$ cat config.mk
export PLATFORM = sky130hd
export DESIGN_NAME = shift_arbiter
export DESIGN_NICKNAME = d
export VERILOG_FILES = /design/src/rtl/shifter_pkg.sv /design/src/rtl/barrel_shl32.sv /design/src/rtl/shift_arbiter.sv
export SDC_FILE = /design/constraint.sdc
export NUM_CORES = 1
export LEC_CHECK = 0
export CAP_MARGIN = 25
export CORE_MARGIN = 2
export CORE_UTILIZATION = 55
export CTS_CLUSTER_SIZE = 16
export DETAILED_ROUTE_END_ITERATION = 8
export MAX_ROUTING_LAYER = met4
export PLACE_DENSITY_LB_ADDON = 0.1
export RECOVER_POWER = 50
export SKIP_LAST_GASP = 1
export SLEW_MARGIN = 20
export SYNTH_ARGS = -nofsm -noshare
export SYNTH_HDL_FRONTEND = slang
export SYNTH_HIERARCHICAL = 1
export SYNTH_SLANG_ARGS = --single-unit
$ cat constraint.sdc
create_clock -name clk -period 13.2 [get_ports clk]
set_input_delay 1.98 -clock clk [delete_from_list [all_inputs] [get_ports clk]]
set_output_delay 1.98 -clock clk [all_outputs]
set_load 0.01 [all_outputs]
$ cat src/rtl/shifter_pkg.sv
// Shared types and helpers for the EX-stage shared shifter.
package shifter_pkg;

    localparam int WIDTH   = 32;
    localparam int SHAMT_W = 5;

    typedef enum logic [1:0] {
        OP_SLL = 2'b00,
        OP_SRL = 2'b01,
        OP_RSV = 2'b10,
        OP_SRA = 2'b11
    } op_e;

    function automatic logic [WIDTH-1:0] rev32(input logic [WIDTH-1:0] d);
        logic [WIDTH-1:0] r;
        for (int i = 0; i < WIDTH; i++) begin
            r[i] = d[WIDTH-1-i];
        end
        return r;
    endfunction

endpackage

$ cat src/rtl/barrel_shl32.sv
// Combinational 32-bit left barrel shifter, zero fill, five log-stages.
module barrel_shl32
    import shifter_pkg::*;
(
    input  logic [WIDTH-1:0]   data_i,
    input  logic [SHAMT_W-1:0] shamt_i,
    output logic [WIDTH-1:0]   data_o
);

    logic [SHAMT_W:0][WIDTH-1:0] st;

    assign st[0] = data_i;

    // Stage k shifts by 2^k when shamt bit k is set.
    for (genvar k = 0; k < SHAMT_W; k++) begin : g_stage
        assign st[k+1] = shamt_i[k] ? (st[k] << (1 << k)) : st[k];
    end

    assign data_o = st[SHAMT_W];

endmodule

$ cat src/rtl/shift_arbiter.sv
// Round-robin arbiter for two requesters sharing one barrel shifter;
// right shifts reuse the left shifter through bit reversal.
module shift_arbiter
    import shifter_pkg::*;
(
    input  logic               clk,
    input  logic               reset,
    input  logic [1:0]         req_valid,
    output logic [1:0]         req_ready,
    input  logic [WIDTH-1:0]   req0_data,
    input  logic [WIDTH-1:0]   req1_data,
    input  logic [SHAMT_W-1:0] req0_shamt,
    input  logic [SHAMT_W-1:0] req1_shamt,
    input  logic [1:0]         req0_op,
    input  logic [1:0]         req1_op,
    output logic               out_valid,
    input  logic               out_ready,
    output logic [WIDTH-1:0]   out_data,
    output logic               out_id,
    output logic               out_err
);

    logic               ptr_q, ptr_d;
    logic               out_valid_q, out_valid_d;
    logic [WIDTH-1:0]   out_data_q, out_data_d;
    logic               out_id_q, out_id_d;
    logic               out_err_q, out_err_d;

    logic               can_accept;
    logic [1:0]         gnt;
    logic               gnt_any, gnt_idx;

    logic [WIDTH-1:0]   sel_data;
    logic [SHAMT_W-1:0] sel_shamt;
    op_e                sel_op;
    logic [WIDTH-1:0]   shl_in, shl_out, shr, fill, res;

    // Grants are suppressed during reset and whenever the result register is stalled.
    always_comb begin
        can_accept = !out_valid_q || out_ready;
        gnt        = 2'b00;
        if (reset && can_accept) begin
            case (req_valid)
                2'b01:   gnt = 2'b01;
                2'b10:   gnt = 2'b10;
                2'b11:   gnt = ptr_q ? 2'b10 : 2'b01;
                default: gnt = 2'b00;
            endcase
        end
    end

    assign req_ready = gnt;
    assign gnt_any   = |gnt;
    assign gnt_idx   = gnt[1];

    always_comb begin
        sel_data  = gnt_idx ? req1_data  : req0_data;
        sel_shamt = gnt_idx ? req1_shamt : req0_shamt;
        sel_op    = op_e'(gnt_idx ? req1_op : req0_op);
        shl_in    = (sel_op == OP_SLL) ? sel_data : rev32(sel_data);
    end

    barrel_shl32 u_shl (
        .data_i  (shl_in),
        .shamt_i (sel_shamt),
        .data_o  (shl_out)
    );

    // Thermometer decode: the top shamt bits carry the sign for SRA.
    always_comb begin
        shr  = rev32(shl_out);
        fill = '0;
        for (int i = 0; i < WIDTH; i++) begin
            fill[i] = sel_data[WIDTH-1] && ((WIDTH - 1 - i) < int'(sel_shamt));
        end
        case (sel_op)
            OP_SLL:  res = shl_out;
            OP_SRL:  res = shr;
            OP_SRA:  res = shr | fill;
            default: res = '0;
        endcase
    end

    always_comb begin
        ptr_d       = ptr_q;
        out_valid_d = out_valid_q;
        out_data_d  = out_data_q;
        out_id_d    = out_id_q;
        out_err_d   = out_err_q;
        if (gnt_any) begin
            ptr_d       = ~gnt_idx;
            out_valid_d = 1'b1;
            out_data_d  = res;
            out_id_d    = gnt_idx;
            out_err_d   = (sel_op == OP_RSV);
        end else if (out_valid_q && out_ready) begin
            out_valid_d = 1'b0;
        end
    end

    always_ff @(posedge clk) begin
        if (!reset) begin
            ptr_q       <= 1'b0;
            out_valid_q <= 1'b0;
            out_data_q  <= '0;
            out_id_q    <= 1'b0;
            out_err_q   <= 1'b0;
        end else begin
            ptr_q       <= ptr_d;
            out_valid_q <= out_valid_d;
            out_data_q  <= out_data_d;
            out_id_q    <= out_id_d;
            out_err_q   <= out_err_d;
        end
    end

    assign out_valid = out_valid_q;
    assign out_data  = out_data_q;
    assign out_id    = out_id_q;
    assign out_err   = out_err_q;

endmodule

After elaboration in Yosys (flattened, before gate mapping). Index checks and enable logic that the tools add are counted.

Word-level logic and storage cells: 97. Input bits: 83. Output and inout bits: 37. Register bits after elaboration: 36.

Equal/unequal tests: 6. Bitwise logic cells: 2. Muxes and demuxes: 15. Magnitude comparators: 31. Reduce and logical (&&, ||, !) cells: 38.

Operator list (number): $mux 32 (7); $pmux 32 s3 (1); $lt 5x5->1 const A (15); $lt 4x5->1 const A (8); $logic_and 1x1->1 (33); $or 32x32->32 (1); $lt 3x5->1 const A (4); $lt 1x5->1 const A (2); $lt 2x5->1 const A (2); $eq 2x2->1 const B (4); $mux 2 (3); $pmux 2 s3 (1); $mux 5 (1); $eq 2x1->1 const B (2); $logic_not 2->1 (1); $mux 1 (2); $reduce_bool 2->1 (1); $reduce_or 2->1 (1); $logic_not 1->1 (1); $logic_or 1x1->1 (1); $not 1->1 (1).

Logic depth before layout (Yosys ltp). Gate-level depths: netlist of the first run.

Depth in word-level cells: 14. Mapped depth: 19. Mapped depth without buffers: 13.

Modules after synthesis. The synthesis of the first run kept the hierarchy.

Modules (own cells, without submodules): shift_arbiter (cells each 457, seq. area each 720.7 um^2, times used 1, area an instance 3697.3 um^2); barrel_shl32 (cells each 183, seq. area each 0.0 um^2, times used 1, area an instance 1774.2 um^2).

Least setup slack after synthesis of the first run. OpenSTA, ideal clock, no wires.

Path kind: input-to-reg. Start point: input port out_ready. End point: register out_data_q[15], in the netlist out_data[15]. Stages: 17. Data arrival time: 5.473 ns. Library setup time: 0.128 ns. Data required time: 13.072 ns. Buffers on the path: 5. Setup slack: 7.599 ns. Cells stage by stage: nor2b_1 > or4_4 > inv_1 > buf_6 > buf_2 > buf_2 > nand2_1 > nand2_1 > buf_6 > buf_12 > mux4_1 > mux2_2 > o21ai_0 > o21ai_0 > a221o_1 > a221oi_1 > o21ai_1.

Elaborated cells between the ends (all ways): 20. Those cells by class: order compare: 1; eq/ne: 2; mux: 11; bitwise: 1; reduce/logical: 5.

RTL lines: from (decl) (line shift_arbiter.sv:17) `input logic out_ready,`; $logic_or 1x1->1 (*) (line shift_arbiter.sv:40) `can_accept = !out_valid_q || out_ready;`; $logic_and 1x1->1 (*) (line shift_arbiter.sv:42) `if (reset && can_accept) begin`; $mux 2 (*) (line shift_arbiter.sv:42); named net req_ready[1] (line shift_arbiter.sv:9) `output logic [1:0] req_ready,`; $mux 5 (*) (line shift_arbiter.sv:58) `sel_shamt = gnt_idx ? req1_shamt : req0_shamt;`; named net sel_shamt[0] (line shift_arbiter.sv:34) `logic [SHAMT_W-1:0] sel_shamt;`; $mux 32 (*) (5 in a row) (line barrel_shl32.sv:16) `assign st[k+1] = shamt_i[k] ? (st[k] << (1 << k)) : st[k];`; named net shl_out[16] (line shift_arbiter.sv:36) `logic [WIDTH-1:0] shl_in, shl_out, shr, fill, res;`; $or 32x32->32 (line shift_arbiter.sv:79) `OP_SRA: res = shr | fill;`; $pmux 32 s3 (*) (line shift_arbiter.sv:76) `case (sel_op)`; to (signal assigned) (line shift_arbiter.sv:111) `out_data_q <= out_data_d;`; to (decl) (line shift_arbiter.sv:25) `logic [WIDTH-1:0] out_data_q, out_data_d;`.

The timed path passes the listed nets; every way through them passes the cells marked *. A chain may end at the register's enable or synchronous reset.

Worst setup path in the final report of the first run.
Start point: input port reset. End point: register out_data_q[15], in the netlist out_data[15].

Elaborated cells between the ends (all ways): 19. Those cells by class: order compare: 1; eq/ne: 2; mux: 11; bitwise: 1; reduce/logical: 4.

RTL lines: from (decl) (line shift_arbiter.sv:7) `input logic reset,`; $logic_and 1x1->1 (*) (line shift_arbiter.sv:42); $mux 2 (*) (line shift_arbiter.sv:42); $mux 5 (*) (line shift_arbiter.sv:58); named net sel_shamt[2] (line shift_arbiter.sv:34); $mux 32 (*) (3 in a row) (line barrel_shl32.sv:16); named net shl_out[16] (line shift_arbiter.sv:36); $or 32x32->32 (line shift_arbiter.sv:79); $pmux 32 s3 (*) (line shift_arbiter.sv:76).

Marked as above.

==> impl_metrics.csv, run 1 <==
group,metric,value,unit
pwr,p_total,501.7,µW
placed_design,gp_congestion,1.074,
synthesis,yosysMostFrequentCell,"mux2i_1",
routing,routed-via-count,5953,
clock_tree,cts_resized,0,
clock_tree,cts_buffer_depth,2,
floorplan,die_w,103.7,µm
synthesis,synth-main-ff-cell,"dfxtp_1",
cells_and_area,diodes,0,
floorplan,start_util,0.5624,
placed_design,port_buffers,119,
cells_and_area,stdcell_area,6580,µm²
floorplan,chipHeight,103.7,µm
synthesis,synth_top_area_share,0.2159,
cells_and_area,drive_gt1_frac,0.09815,
critical_path,worstPathMaxFanout,45,
clock_tree,cts.htree.levels,2,
worst_hold_path,hold_class,"reg2reg",
global_route,grt_max_degree,64,
timing,setup_ws,5448,ps
synthesis,ys_async_sr_fraction,0,
synthesis,syn_area_per_cell,8.549,µm²
synthesis,synth_edf_count,0,
timing,fin_skew,6.379,ps
critical_path,cp.arrival,7900,ps
synthesis,synth_nets,723,
critical_path,slowest_stage,"dlygate4sd3_1",
timing,drv_slew,0,
critical_path,criticalPathCategory,"in2reg",
timing,setup_viol,0,
global_route,grt.overflow.total,0,
placed_design,post_dp_cell_area,6441,µm²
timing,slew_headroom,0.3161,
cells_and_area,nets,785,
cells_and_area,fin_util,0.6763,
clock_tree,root_buffer,"clkbuf_8",
timing,fmax,0.1290,GHz
placed_design,dp_slack,5336,ps
clock_tree,cts_setup_buffers,0,
synthesis,synth_cell_types,64,
clock_tree,cts.clk_slew.worst_paths,80,ps
floorplan,rows,36,
cells_and_area,fin_cells,836,
synthesis,syn-cell-area,5471,µm²
job,maxCapViolations,0,
timing,fin_crit,7752,ps
floorplan,die-area,10760,µm²
critical_path,path_delay_family,"buffers and inverters",
pwr,power.density,76.24,nW/µm²
pwr,p_leak,2.462,nW
pwr,ir_drop,0.05495,mV
global_route,grt_pass1_wl,30510,µm
clock_tree,ctsHoldBuffers,0,
critical_path,start_kind,"primary input",
synthesis,yosysTopAreaCell,"mux2i_1",
routing,dr.pass1.iters,7,
timing,finalSetupTns,0,ps
placed_design,place_inst,827,
routing,drcViolationCount,0,
timing,whs,447.0,ps
routing,wire_per_inst,23.16,µm
routing,avgViaCountPerCell,7.121,
critical_path,path_buf_inv,5,
critical_path,crit_path_end_kind,"register",
synthesis,ys_seq_area_frac,0.1317,
clock_tree,clock_latency,290,ps
critical_path,critPathRequiredTime,13350,ps
synthesis,synthCells,640,
critical_path,slowest_delay,770,ps
timing,rsz0062_at_grt,"no",
routing,drt-total-wl,19360,µm
cells_and_area,syn2layout_area_growth,20.26,%
timing,worstMarginPinSlew,1026,ps
floorplan,coreArea,9729,µm²
clock_tree,clkSinkCount,36,
routing,drtIter0Drc,674,
synthesis,synth_area_leaders,"mux2i_1 (22%), dfxtp_1 (13%), mux4_2 (9.9%), mux4_1 (4.3%), nand2_1 (4.1%)",
clock_tree,cts-buffers-inserted,5,
global_route,grt_pass1_vias,5541,
placed_design,dp_hpwl,14480,µm
synthesis,yosysWarnings,6,
floorplan,io_pins,120,
timing,finalCritPeriodShare,0.5873,
global_route,antenna_found_initial,0,
outcome,status,"completed",
global_route,globalRouteTotalUtil,0.3578,
timing,finalHoldViolations,0,
routing,ant_nets,0,
synthesis,synth.top_cells.by_count,"mux2i_1 (118), nand2_1 (60), nor2_1 (40)",
clock_tree,cts_tree,"done",
synthesis,synth-seq-cells,36,
critical_path,path_cells,"dlygate4sd3_1 > inv_2 > or4_4 > inv_2 > buf_4 > nand2_1 > nand2_1 > clkinv_1 > mux2_2 > o21ai_0 > o21ai_0 > a221o_1 > a221oi_1 > o21ai_1",
## cell usage in the layout (no fill, tap or decap), drive strengths merged, types with 7 or more instances in the layout
cell | netlist | routed
mux2i | 119 | 119
clkdlybuf4s50 | 0 | 83
nand2 | 60 | 60
o21ai | 41 | 41
nor2 | 40 | 40
dlygate4sd3 | 0 | 36
dfxtp | 36 | 36
mux4 | 33 | 33
a21oi | 27 | 27
a221oi | 24 | 24
mux2 | 19 | 19
nand3 | 16 | 16
nor3 | 14 | 14
a211oi | 14 | 14
a22oi | 13 | 13
a31oi | 13 | 13
nand4 | 8 | 8
and3 | 7 | 7
and2 | 7 | 7
buf | 38 | 7
inv | 7 | 7
## kinds of logic (layout without fill, tap and decap cells)
family          Yosys count  after routing  synth area share
buf+inv                  79            142           0.08507
simple gates            175            175            0.1525
flops                    36             36            0.1317
compound gates          179            179            0.2282
mux                     171            171            0.4025
## worst register-to-register path, delay by kind of cell (launching register included)
kind	cells	cell delay [ps]
buffers and inverters	3	1880
AND/OR/NAND/NOR	4	1480
flip-flops	1	320
multiplexers	1	520
AO/OA/AOI/OAI	5	1160
## routing by layer
layer  wire length (µm)  GRT usage  share of wire  vias to the layer above
li1                   -          -              -                     2651
met5                  0          -              0                        -
met1               7508     0.4373           0.39                     2809
met4               1132     0.1766          0.058                        0
met3               1528    0.03713          0.079                       83
met2               9190     0.5922           0.47                      410
## report_power, final
group	switching, mW	total [mW]	internal [mW]
Clock	0.0423	0.0982	0.0559
Combinational	0.156	0.282	0.127
Sequential	0.00473	0.121	0.116
Total	0.203	0.502	0.299
## state kept, by name, indices dropped and copies added, names as in the netlist
name / cells
ptr_q: 1
out_id: 1
out_valid: 1
out_data: 32
out_err: 1
## final timing paths
check                            start                        end  slack [ps]  cells past startpoint
max                              reset  out_data[15]$_SDFFE_PN0P_        5450                     14
min          out_data[10]$_SDFFE_PN0P_  out_data[10]$_SDFFE_PN0P_         450                      2
max reg2reg     out_valid$_SDFFE_PN0P_  out_data[15]$_SDFFE_PN0P_        7690                     13
min reg2reg  out_data[10]$_SDFFE_PN0P_  out_data[10]$_SDFFE_PN0P_         450                      2
## cell type report
class / count / area, µm²
clock buffer: 5 / 68.82
fill: 817 / 3149
multi-input combinational: 525 / 4288
timing repair buffer: 126 / 1264
sequential: 36 / 720.7
inverter: 8 / 30.03
clock inverter: 3 / 42.54
tap: 133 / 166.4
No activity file was read; power rests on OpenSTA's default activity.
==> run 2: changes to the inputs <==
--- a/config.mk
+++ b/config.mk
@@ -7,7 +7,7 @@
 export LEC_CHECK = 0
 export CAP_MARGIN = 25
 export CORE_MARGIN = 2
-export CORE_UTILIZATION = 55
+export CORE_UTILIZATION = 53
 export CTS_CLUSTER_SIZE = 16
 export DETAILED_ROUTE_END_ITERATION = 8
 export MAX_ROUTING_LAYER = met4
==> constraint.sdc (replaced) <==
create_clock -name clk -period 7.6 [get_ports clk]
set_input_delay 1.14 -clock clk [delete_from_list [all_inputs] [get_ports clk]]
set_output_delay 1.14 -clock clk [all_outputs]
set_load 0.01 [all_outputs]
==> run 2 against run 1 <==
Clock power is 37% higher. Critical path depth down 2. Non-clock buffer count up 3. Final area about the same. Critical path type unchanged. Final cell count rose by 0.72%. Register-to-register slack worse by 5000 ps. First-iteration DRC count down 26%. Clock-buffer cell count unchanged. Utilization fell by 3.0 points. Critical endpoint is now out_data[1]$_SDFFE_PN0P_. Sequential power is 73% higher. Worst hold slack barely moved. Global-route usage is 0.34 points lower.
==> impl_metrics.csv, run 2 (synthesis results as in run 1) <==
group,metric,value,unit
outcome,status,"completed",
global_route,grt_max_degree,64,
routing,wl_met2,9390,µm
global_route,antenna_found_initial,0,
routing,dr_wl_met3,1746,µm
worst_hold_path,holdPathEnd,"out_data[10]$_SDFFE_PN0P_",
routing,wire_per_inst,22.87,µm
timing,rsz0062_at_grt,"no",
critical_path,criticalPathCategory,"in2reg",
placed_design,dp_hpwl,14870,µm
critical_path,cp.arrival,6530,ps
timing,finalHoldViolations,0,
floorplan,rows,37,
cells_and_area,layout_common_cells,"mux2i_1 (118), clkdlybuf4s50_1 (83), nand2_1 (59)",
timing,finalSetupTns,0,ps
clock_tree,cts_buffer_depth,2,
placed_design,port_buffers,119,
timing,drv_slew,0,
cells_and_area,drive_gt1_frac,0.1034,
clock_tree,cts_resized,0,
timing,setup_viol,0,
routing,ant_nets,0,
job,maxCapViolations,0,
cells_and_area,largest_reg_flops,32,
floorplan,die-area,11150,µm²
cells_and_area,multiInputGateArea,4290,µm²
clock_tree,ctsHoldBuffers,0,
routing,drt-met1-wl,7016,µm
clock_tree,cts.htree.levels,2,
critical_path,start_kind,"primary input",
routing,topRoutingLayerUsed,"met4",
worst_hold_path,hold_path_depth,2,
global_route,grt_pass1_wl,30380,µm
global_route,grt_pass1_vias,5607,
critical_path,worstPathMaxFanout,63,
critical_path,timing.rr.start,"out_valid$_SDFFE_PN0P_",
clock_tree,clock_latency,290,ps
cells_and_area,seqCellArea,720.7,µm²
placed_design,gp_congestion,1.003,
timing,finalCritPeriodShare,0.8327,
cells_and_area,fin_cells,842,
critical_path,worstReg2RegEnd,"out_data[1]$_SDFFE_PN0P_",
routing,avgViaCountPerCell,6.941,
critical_path,critPathRequiredTime,7800,ps
clock_tree,cts_setup_buffers,0,
cells_and_area,fillers,922,
clock_tree,cts_tree,"done",
pwr,power.density,128.2,nW/µm²
floorplan,io_pins,120,
routing,drt-total-wl,19260,µm
worst_hold_path,hold_class,"reg2reg",
clock_tree,cts-buffers-inserted,5,
critical_path,r2r_slack,2670,ps
routing,routed-via-count,5844,
pwr,ir_drop,0.06258,mV
cells_and_area,diodes,0,
pwr,p_leak,2.465,nW
critical_path,crit_path_end_kind,"register",
clock_tree,cts.clk_slew.worst_paths,80,ps
timing,worstMarginPinSlew,997.2,ps
timing,slew_headroom,0.3352,
timing,setup_ws,1271,ps
cells_and_area,stdcell_area,6578,µm²
critical_path,r2r.worst_path.cells,11,
placed_design,place_inst,834,
clock_tree,root_buffer,"clkbuf_8",
timing,fin_skew,6.515,ps
global_route,grt.overflow.total,0,
routing,dr.pass1.iters,6,
timing,whs,447.4,ps
cells_and_area,final_common_cell,"mux2i_1",
floorplan,chipHeight,105.6,µm
worst_hold_path,hold_start,"out_data[10]$_SDFFE_PN0P_",
timing,fmax,0.1580,GHz
floorplan,coreArea,10180,µm²
routing,drcViolationCount,0,
global_route,globalRouteTotalUtil,0.3544,
routing,drtIter0Drc,500,
cells_and_area,syn2layout_area_growth,20.21,%
placed_design,dp_slack,1183,ps
floorplan,die_w,105.6,µm
placed_design,post_dp_cell_area,6490,µm²
timing,fin_crit,6329,ps
clock_tree,clkSinkCount,36,
cells_and_area,nets,788,
floorplan,start_util,0.5372,
-- run 2: layout make-up --
type	count	share of cell area
Clock buffer	5	0.01046
Tap cell	136	0.02587
Multi-Input combinational cell	525	0.6523
Timing Repair Buffer	129	0.1944
Clock inverter	3	0.002853
Sequential cell	36	0.1096
Inverter	8	0.004565
-- run 2: through the flow --
step / utilization / total power [mW]
5_1_grt: 0.6458 / 0.8836
3_5_place_dp: 0.6372 / 0.7018
4_1_cts: 0.6458 / 0.8355
2_1_floorplan: - / 0.5420
3_3_place_gp: 0.6370 / 0.6928
6_report: 0.6458 / 0.8431
-- run 2: layer usage --
| metal | up-vias | track usage |
|---|---|---|
| met1 | 2713 | 0.4097 |
| li1 | 2660 | - |
| met3 | 78 | 0.04453 |
| met5 | - | - |
| met2 | 393 | 0.6041 |
| met4 | 0 | 0.1814 |
-- run 2: how the worst max path moves through the flow --
stage,startpoint,to,slack [ps],cells after the start
6_report,reset,out_data[1]$_SDFFE_PN0P_,1270,12
5_1_grt,reset,out_data[1]$_SDFFE_PN0P_,1090,12
4_1_cts,reset,out_data[1]$_SDFFE_PN0P_,1460,12
3_5_place_dp,reset,out_data[1]$_SDFFE_PN0P_,1180,12
3_3_place_gp,reset,out_data[1]$_SDFFE_PN0P_,1330,12
2_1_floorplan,out_ready,out_data[15]$_SDFFE_PN0P_,2840,17
-- run 2: power by group --
part,switching [mW],internal [mW]
combinational,0.278,0.221
sequential,0.00684,0.202
clock,0.0714,0.0639
total,0.356,0.487
-- run 2: worst max-delay path, cell delays in order --
cell and delay, ps:
dlygate4sd3_1 790, inv_2 220, or4_4 780, mux2_4 870, mux2i_1 210, mux2i_1 520, mux2i_1 180, mux4_2 550
mux2_2 300, a211oi_1 500, a222oi_1 190, a211oi_1 260
